--- config.mk ---
export PLATFORM = sky130hd
export DESIGN_NAME = data_storage
export DESIGN_NICKNAME = d
export VERILOG_FILES = /design/src/rtl/data_storage_pkg.sv /design/src/rtl/data_storage_serializer.sv /design/src/rtl/data_storage.sv
export SDC_FILE = /design/constraint.sdc
export NUM_CORES = 1
export LEC_CHECK = 0
export CAP_MARGIN = 20
export CORE_UTILIZATION = 50
export CTS_CLUSTER_SIZE = 12
export DETAILED_ROUTE_END_ITERATION = 6
export GPL_TIMING_DRIVEN = 0
export PLACE_DENSITY = 0.69
export SYNTH_ARGS = -nofsm -noshare
export SYNTH_HDL_FRONTEND = slang
export SYNTH_SLANG_ARGS = --single-unit
export TNS_END_PERCENT = 10
--- constraint.sdc ---
create_clock -name Clock -period 3.9 [get_ports Clock]
set_input_delay 1.17 -clock Clock [delete_from_list [all_inputs] [get_ports Clock]]
set_output_delay 1.17 -clock Clock [all_outputs]
set_load 0.03 [all_outputs]
--- src/rtl/data_storage_pkg.sv ---
// data_storage_pkg
// Shared widths and types for the ADC capture buffer (data_storage) and its
// byte serializer. A sample word is four packed ADC bytes {DI, DID, DQ, DQD}.
// Optional build macro used by the design: DATA_STORAGE_MSB_FIRST_EN.
package data_storage_pkg;

    localparam int IN_W           = 32;
    localparam int OUT_W          = 8;
    localparam int BYTES_PER_WORD = IN_W / OUT_W;

    typedef logic [IN_W-1:0]  word_t;
    typedef logic [OUT_W-1:0] byte_t;

endpackage : data_storage_pkg

--- src/rtl/data_storage_serializer.sv ---
// data_storage_serializer
// Holds the word currently being sent and emits it one byte per accepted read.
// When nothing is held, an accepted read pops the FIFO head and emits its first
// byte on the same edge.
// Build option: DATA_STORAGE_MSB_FIRST_EN selects MSB-first byte order
// (DI, DID, DQ, DQD); otherwise bytes leave LSB-first (DQD, DQ, DID, DI).
// Ports:
//   i_clk          system clock, rising edge
//   i_rst_n        asynchronous active-low reset
//   i_rd_en        request for the next output byte
//   i_fifo_nempty  parent FIFO holds at least one word
//   i_fifo_head    word at the FIFO read pointer
//   o_pop          parent must advance its read pointer this cycle
//   o_data         registered output byte
//   o_valid        1-cycle strobe: o_data holds a new byte
module data_storage_serializer
    import data_storage_pkg::*;
(
    input  logic  i_clk,
    input  logic  i_rst_n,
    input  logic  i_rd_en,
    input  logic  i_fifo_nempty,
    input  word_t i_fifo_head,
    output logic  o_pop,
    output byte_t o_data,
    output logic  o_valid
);

    localparam int IDX_W = $clog2(BYTES_PER_WORD);
    localparam logic [IDX_W-1:0] LAST_IDX = IDX_W'(BYTES_PER_WORD - 1);

    word_t            r_hold;
    logic             r_hold_valid;
    logic [IDX_W-1:0] r_byte_idx;
    byte_t            r_data;
    logic             r_valid;

    logic             w_accept;
    logic             w_pop;
    word_t            w_word;
    logic [IDX_W-1:0] w_sel;
    byte_t            w_bytes [BYTES_PER_WORD];

    // byte_idx is always 0 whenever nothing is held, so !hold_valid alone
    // identifies the cycle that must pull a fresh word from the FIFO.
    assign w_accept = i_rd_en && (r_hold_valid || i_fifo_nempty);
    assign w_pop    = w_accept && !r_hold_valid;
    assign w_word   = r_hold_valid ? r_hold : i_fifo_head;

`ifdef DATA_STORAGE_MSB_FIRST_EN
    assign w_sel = LAST_IDX - r_byte_idx;
`else
    assign w_sel = r_byte_idx;
`endif

    generate
        for (genvar gi = 0; gi < BYTES_PER_WORD; gi++) begin : g_byte_lane
            assign w_bytes[gi] = w_word[gi*OUT_W +: OUT_W];
        end
    endgenerate

    always_ff @(posedge i_clk or negedge i_rst_n) begin
        if (!i_rst_n) begin
            r_hold       <= '0;
            r_hold_valid <= 1'b0;
            r_byte_idx   <= '0;
            r_data       <= '0;
            r_valid      <= 1'b0;
        end else begin
            r_valid <= w_accept;
            if (w_accept) begin
                r_data <= w_bytes[w_sel];
                if (w_pop) begin
                    r_hold       <= i_fifo_head;
                    r_hold_valid <= 1'b1;
                end
                if (r_byte_idx == LAST_IDX) begin
                    r_hold_valid <= 1'b0;
                    r_byte_idx   <= '0;
                end else begin
                    r_byte_idx <= r_byte_idx + IDX_W'(1);
                end
            end
        end
    end

    assign o_pop   = w_pop;
    assign o_data  = r_data;
    assign o_valid = r_valid;

endmodule : data_storage_serializer

--- src/rtl/data_storage.sv ---
// data_storage
// Single-clock capture buffer between the ADC sample path and the byte-wide
// host/UART sender. Stores 32-bit sample words in a DEPTH-entry FIFO and returns
// them one byte per accepted read through data_storage_serializer.
// Build option: DATA_STORAGE_MSB_FIRST_EN (byte order, see serializer).
// Parameters:
//   DEPTH        FIFO word capacity (power of two, >= 4)
//   READY_LEVEL  stored-word count at which DataReadyToSend asserts
// Ports:
//   Clock            system clock, rising edge
//   Reset            asynchronous active-low reset
//   DataIn           sample word {DI, DID, DQ, DQD}
//   WriteEnable      write request for DataIn
//   ReadEnable       request for the next output byte
//   DataOut          registered output byte
//   DataValid        1-cycle strobe: DataOut holds a new byte
//   FifoNotFull      a write will be accepted this cycle
//   DataReadyToSend  FIFO word count (holding register excluded) >= READY_LEVEL
module data_storage
    import data_storage_pkg::*;
#(
    parameter int DEPTH       = 16,
    parameter int READY_LEVEL = DEPTH / 2
) (
    input  logic        Clock,
    input  logic        Reset,
    input  logic [31:0] DataIn,
    input  logic        WriteEnable,
    input  logic        ReadEnable,
    output logic [7:0]  DataOut,
    output logic        DataValid,
    output logic        FifoNotFull,
    output logic        DataReadyToSend
);

    localparam int PTR_W = $clog2(DEPTH);
    // One extra bit so a full FIFO (count == DEPTH) is distinct from empty.
    localparam int CNT_W = PTR_W + 1;
    localparam logic [CNT_W-1:0] FULL_CNT  = CNT_W'(DEPTH);
    localparam logic [CNT_W-1:0] READY_CNT = CNT_W'(READY_LEVEL);

    word_t            r_mem [DEPTH];
    logic [PTR_W-1:0] r_wr_ptr;
    logic [PTR_W-1:0] r_rd_ptr;
    logic [CNT_W-1:0] r_count;

    logic             w_full;
    logic             w_write;
    logic             w_pop;
    word_t            w_head;

    // Fullness comes from the registered count only, so a pop in the same
    // cycle never frees a slot for a concurrent write.
    assign w_full  = (r_count == FULL_CNT);
    assign w_write = WriteEnable && !w_full;
    assign w_head  = r_mem[r_rd_ptr];

    // Storage array carries no reset so it can map onto distributed RAM.
    always_ff @(posedge Clock) begin
        if (w_write) begin
            r_mem[r_wr_ptr] <= DataIn;
        end
    end

    always_ff @(posedge Clock or negedge Reset) begin
        if (!Reset) begin
            r_wr_ptr <= '0;
            r_rd_ptr <= '0;
            r_count  <= '0;
        end else begin
            if (w_write) begin
                r_wr_ptr <= r_wr_ptr + PTR_W'(1);
            end
            if (w_pop) begin
                r_rd_ptr <= r_rd_ptr + PTR_W'(1);
            end
            case ({w_write, w_pop})
                2'b10:   r_count <= r_count + CNT_W'(1);
                2'b01:   r_count <= r_count - CNT_W'(1);
                default: r_count <= r_count;
            endcase
        end
    end

    data_storage_serializer u_serializer (
        .i_clk         (Clock),
        .i_rst_n       (Reset),
        .i_rd_en       (ReadEnable),
        .i_fifo_nempty (r_count != '0),
        .i_fifo_head   (w_head),
        .o_pop         (w_pop),
        .o_data        (DataOut),
        .o_valid       (DataValid)
    );

    assign FifoNotFull     = !w_full;
    assign DataReadyToSend = (r_count >= READY_CNT);

endmodule : data_storage

======== After elaboration in Yosys (flattened, before gate mapping) ========
Memories as Yosys holds them, arrays and structs flattened.
Cells that the tools add are included.
operators by class
  $add $sub $neg .......................... 5
  order comparisons ....................... 2
  equality and inequality tests ........... 4
  multiplexer cells ....................... 10
  bitwise gates (word level) .............. 1
  reductions and logical operators ........ 11
operators by type and width
  kind                 number
  $mux 32              1
  $bmux 8 s2           1
  $mux 8               2
  $pmux 5 s2           1
  $add 4x1->4 const B  2
  $add 5x1->5 const B  1
  $eq 5x5->1 const B   1
  $ge 5x4->1 const B   1
  $reduce_bool 5->1    1
  $sub 5x1->5 const B  1
  $eq 2x2->1 const B   2
  $mux 1               4
  $reduce_and 2->1     2
  $reduce_bool 2->1    2
  $ge 3x3->1 const B   1
  $logic_and 1x1->1    3
  $not 2->3            1
  $add 2x1->2 const B  1
  $eq 2x1->1 const B   1
  $logic_not 1->1      2
  $mux 2               1
  $logic_or 1x1->1     1
storage, ports and cells
  register bits ........................... 57
  bits in writable memories ............... 512
  bits of input ports ..................... 36
  output and inout port bits .............. 11
  memories ................................ 1
memory list
  name   words  width  rd ports  clocked after Yosys merged registers in  wr ports  line                text
  r_mem  16     32     1         0                                        1         data_storage.sv:42  word_t r_mem [DEPTH];

======== Logic depth before layout (Yosys ltp) ========
  depth after elaboration ................. 6
  gate-level depth with buffers ........... 18
  mapped depth without buffers ............ 15

======== Cells and area by module ========
Synthesis repeated with hierarchy kept, for this count alone.
second synthesis, totals
  cells, all modules ...................... 1054
  area total of the unflattened synthesis .. 22321.4 µm²
modules (own cells, without submodules)
  module                   instances  cells each  area each (µm²)  seq. area each (µm²)
  data_storage             1          889         20051.7          15700.1
  data_storage_serializer  1          165         2269.7           1101.1

======== Least setup slack after synthesis ========
OpenSTA, ideal clock, no wires.
  kind .................................... input to register
  from .................................... input port WriteEnable
  to ...................................... memory r_mem[3][0] in the netlist's numbering (enable)
  library setup time ...................... 0.461 ns
  data arrival time ....................... 3.920 ns
  data required time ...................... 3.439 ns
  slack ................................... -0.481 ns
  stages on the path ...................... 4
  buffers on the path ..................... 1
  cells stage by stage .................... and2_1 -> clkbuf_1 -> nand2_1 -> nor3_1
between the ends
  longest elaborated chain between the ends .. 3
RTL lines
  item                          line                text
  start: declaration            data_storage.sv:28  input logic WriteEnable,
  $logic_and 1x1->1             data_storage.sv:55  assign w_write = WriteEnable && !w_full;
  $mux 1                        data_storage.sv:60  if (w_write) begin
  $mux 1 (implied by the code)  data_storage.sv:61  r_mem[r_wr_ptr] <= DataIn;
  end: declaration              data_storage.sv:42
Every way passes these cells.

======== Worst setup path after layout ========
  from .................................... input port ReadEnable
  to ...................................... register r_count[4]
between the ends
  longest elaborated chain between the ends .. 4
RTL lines
  item                                                    line                           text
  start: declaration                                      data_storage.sv:29             input logic ReadEnable,
  $logic_and 1x1->1 *                                     data_storage_serializer.sv:46  assign w_accept = i_rd_en && (r_hold_valid || i_fifo_nempty);
  $logic_and 1x1->1 *                                     data_storage_serializer.sv:47  assign w_pop = w_accept && !r_hold_valid;
  named net u_serializer.o_pop                            data_storage_serializer.sv:24  output logic o_pop,
  $eq 2x1->1 / $eq 2x2->1 (equally long branches)         data_storage.sv:77             case ({w_write, w_pop})
  $pmux 5 s2 / $reduce_bool 2->1 (equally long branches)  --
  end signal: assignment                                  data_storage.sv:78             2'b10: r_count <= r_count + CNT_W'(1);
  end signal: assignment                                  data_storage.sv:79             2'b01: r_count <= r_count - CNT_W'(1);
  end signal: assignment                                  data_storage.sv:80             default: r_count <= r_count;
  end: declaration                                        data_storage.sv:45             logic [CNT_W-1:0] r_count;
The timed path passes the listed nets; every way through them passes the cells marked *.
A chain may end at the register's enable or synchronous reset.

==> flow_summary.yaml <==
status:
  status: "completed"
logic_synthesis:
  ys_warn_count: 0
  syn_area_um2: 22610
  synth_nets: 1218
  synth_ff_type: "edfxtp_1"
  ys_types: 57
  synth.avg_cell_area_um2: 19.29
  ys_ff_latch: 569
  async_reset_ff_share_pct: 10.02
  synth_edf_count: 512
  syn_inst: 1172
  seq_area_frac_synth_pct: 74.32
critical_path:
  critPathMaxFanout: 10
  end_kind: "register"
  cp_data_arrival_time_ps: 4100
  path_class: "input port to register"
  cp.required_ps: 4390
  critPathLaunchType: "input port"
final_layout:
  nNetsFinal: 1351
  area_growth_pct: 15.42
  fillers: 3208
  drive_above_1_share_pct: 22.77
  antenna_cells: 0
  instances_no_fill: 1936
  final_common_cell: "edfxtp_1"
  layout_common_cells: "edfxtp_1 (512), mux4_2 (109), nand2_1 (81), clkbuf_16 (59), dfrtp_1 (57)"
route:
  postRouteAntennaNets: 0
  drt_iter0_drc: 1295
  route.top_layer_used: "met4"
  wl_met1_um: 21970
  routed-wl-met2_um: 26700
  routedWlPerCell_um: 27.80
  num_vias: 11777
  drc: 0
  wl_met3_um: 3915
  vias_per_cell: 6.083
  firstDrtPassIters: 6
  wirelength_um: 53820
floorplan:
  rows: 77
  core_area_um2: 44410
  dieArea_um2: 46070
  start_util_pct: 50.90
  pin_count: 47
  die_h_um: 214.6
  die_x_um: 214.6
sta:
  setup_viol: 0
  slew_headroom_pct: 28.76
  slew_violations: 0
  fmax_mhz: 276.7
  finalHoldViolations: 0
  fin_crit_sh_pct: 92.68
  finalCriticalPeriod_ps: 3615
  rsz0062_at_grt: "no"
  fin_worst_skew_ps: 14.33
  setup_slack_ps: 285.5
  tightest_slew_ps: 1069
global_routing:
  grt_pass1_wl_um: 79410
  grt_overflow: 0
  grt_pass1_vias: 11996
  grt_max_degree: 30
  grtUsageTotal_pct: 23.99
  antenna_found_initial: 0
power_and_ir_drop:
  clkPwrFrac_pct: 25.9
  switching_share_pct: 32.71
  internal-power_w: 0.01295
  p_seq_share_pct: 40.5
  power.share.combinational_pct: 33.7
  p_total_w: 0.01924
  switchingPower_w: 0.006294
  power_leakage_nw: 8.642
  power.density_nw_per_um2: 737.4
  ir_drop_mv: 0.3602
min_path:
  hold_path_class: "register to register"
clock_network:
  cts_tree: "done"
  numCtsBuffers: 57
  cts_hold_buf: 0
  root_buffer: "clkbuf_16"
  cts_buffer_depth: 3
  clk_latency_ps: 620
  post-cts-setup-buffer-count: 0
  path_clk_slew_ps: 60
  clock_sinks: 569
  htree_levels: 2
  cts_resized: 0
flow_run:
  max_cap_viol_count: 0
place:
  gp_congestion: 0.9058
  place_inst: 1838
  numPortBuffers: 46
  place_ws_ps: -544.3
  dp_hpwl_um: 35760
stage by stage:
step           instance area (um2)  setup TNS, ps  util (%)  hold WS (ps)
5_1_grt                      26100              0     58.75         506.7
3_3_place_gp                 23810       -1187880     53.62         456.9
2_1_floorplan                22610         -42570         -         440.1
3_5_place_dp                 24410         -781.8     54.97         468.6
6_report                     26100              0     58.75         479.8
4_1_cts                      26070              0     58.70         482.0
per-layer routing:
metal / track usage, % / vias up
li1: - / 5017
met1: 32.62 / 6218
met2: 39.32 / 461
met3: 5.234 / 81
met4: 6.690 / 0
met5: 0 / -
registers in the layout (all words and copies together) (netlist names):
register                   cells
r_count                        5
r_mem                        512
r_rd_ptr                       4
u_serializer.r_hold           32
u_serializer.r_hold_valid      1
u_serializer.r_byte_idx        2
u_serializer.o_valid           1
r_wr_ptr                       4
u_serializer.o_data            8
synthesized netlist by cell type, drive strengths merged, types with 6 or more instances:
master / n / area [um2]
o221a: 6 / 67.56
mux4: 109 / 2455
a22o: 31 / 271.5
mux2: 20 / 225.2
xor2: 6 / 52.55
nor3: 7 / 35.03
xnor2: 7 / 61.31
nand2: 82 / 307.8
ha: 10 / 125.1
buf: 47 / 401.6
a21oi: 13 / 65.06
inv: 8 / 30.03
nor2b: 6 / 45.04
nor2: 50 / 187.7
o22a: 7 / 61.31
o21ai: 50 / 250.2
mux2i: 47 / 470.5
dfrtp: 57 / 1426
o221ai: 14 / 122.6
clkbuf: 22 / 82.58
edfxtp: 512 / 15370
a221oi: 13 / 138.9
nand2b: 6 / 37.54
worst max-delay path: stages:
cell,delay (ps)
clkdlybuf4s50_1,550
nand2_4,120
inv_1,120
nand2_1,110
buf_4,220
inv_2,150
ha_1,190
clkbuf_2,210
xor2_1,90
ha_1,230
o21a_1,190
o22a_1,190
a21oi_1,170
xor2_1,170
nor2_1,70
xor2_1,140
worst paths after layout:
kind | startpoint | endpoint | slack, ps | depth (start not counted)
min in group asynchronous | Reset | r_count[2]$_DFFE_PN0P_ | 620 | 1
worst min register to register | u_serializer.r_hold[10]$_DFFE_PN0P_ | u_serializer.r_hold[10]$_DFFE_PN0P_ | 480 | 2
worst min-delay path | u_serializer.r_hold[10]$_DFFE_PN0P_ | u_serializer.r_hold[10]$_DFFE_PN0P_ | 480 | 2
worst max register to register | r_count[1]$_DFFE_PN0P_ | r_count[4]$_DFFE_PN0P_ | 310 | 18
max in group asynchronous | Reset | r_rd_ptr[2]$_DFFE_PN0P_ | 2650 | 2
worst max-delay path | ReadEnable | r_count[4]$_DFFE_PN0P_ | 290 | 16
logic make-up (layout without fill, tap and decap cells):
kind of cell | count (synthesis) | count (layout) | share of synthesized area [%]
buffers and inverters | 77 | 249 | 2.275
AOI/OAI and AO/OA | 158 | 158 | 5.180
xor gates and xnor gates | 13 | 13 | 0.5036
and+or+nand+nor | 169 | 169 | 3.238
muxes | 176 | 176 | 13.94
DFF | 569 | 569 | 74.32
adders and majority gates | 10 | 10 | 0.5534
area by class of cell:
cell class	count	area [um2]	area share, %
buffer	69	485.5	1.860
tap	592	740.7	2.839
sequential	569	16800	64.38
timing repair buffer	74	947.2	3.630
inverter	8	30.03	0.1151
clock inverter	12	61.31	0.2349
multi-input combinational	526	5431	20.81
clock buffer	86	1598	6.123
power groups by stage:
| stage | combinational [W] | sequential [W] | clock [W] |
|---|---|---|---|
| floorplan | 0.00412 | 0.00789 | 0 |
| global placement | 0.00615 | 0.00793 | 0 |
| detailed placement | 0.00646 | 0.00790 | 0 |
| CTS | 0.00650 | 0.00778 | 0.00504 |
| global route | 0.00688 | 0.00785 | 0.00528 |
| finish | 0.00648 | 0.00779 | 0.00498 |
(Power assumes the default switching activity.)
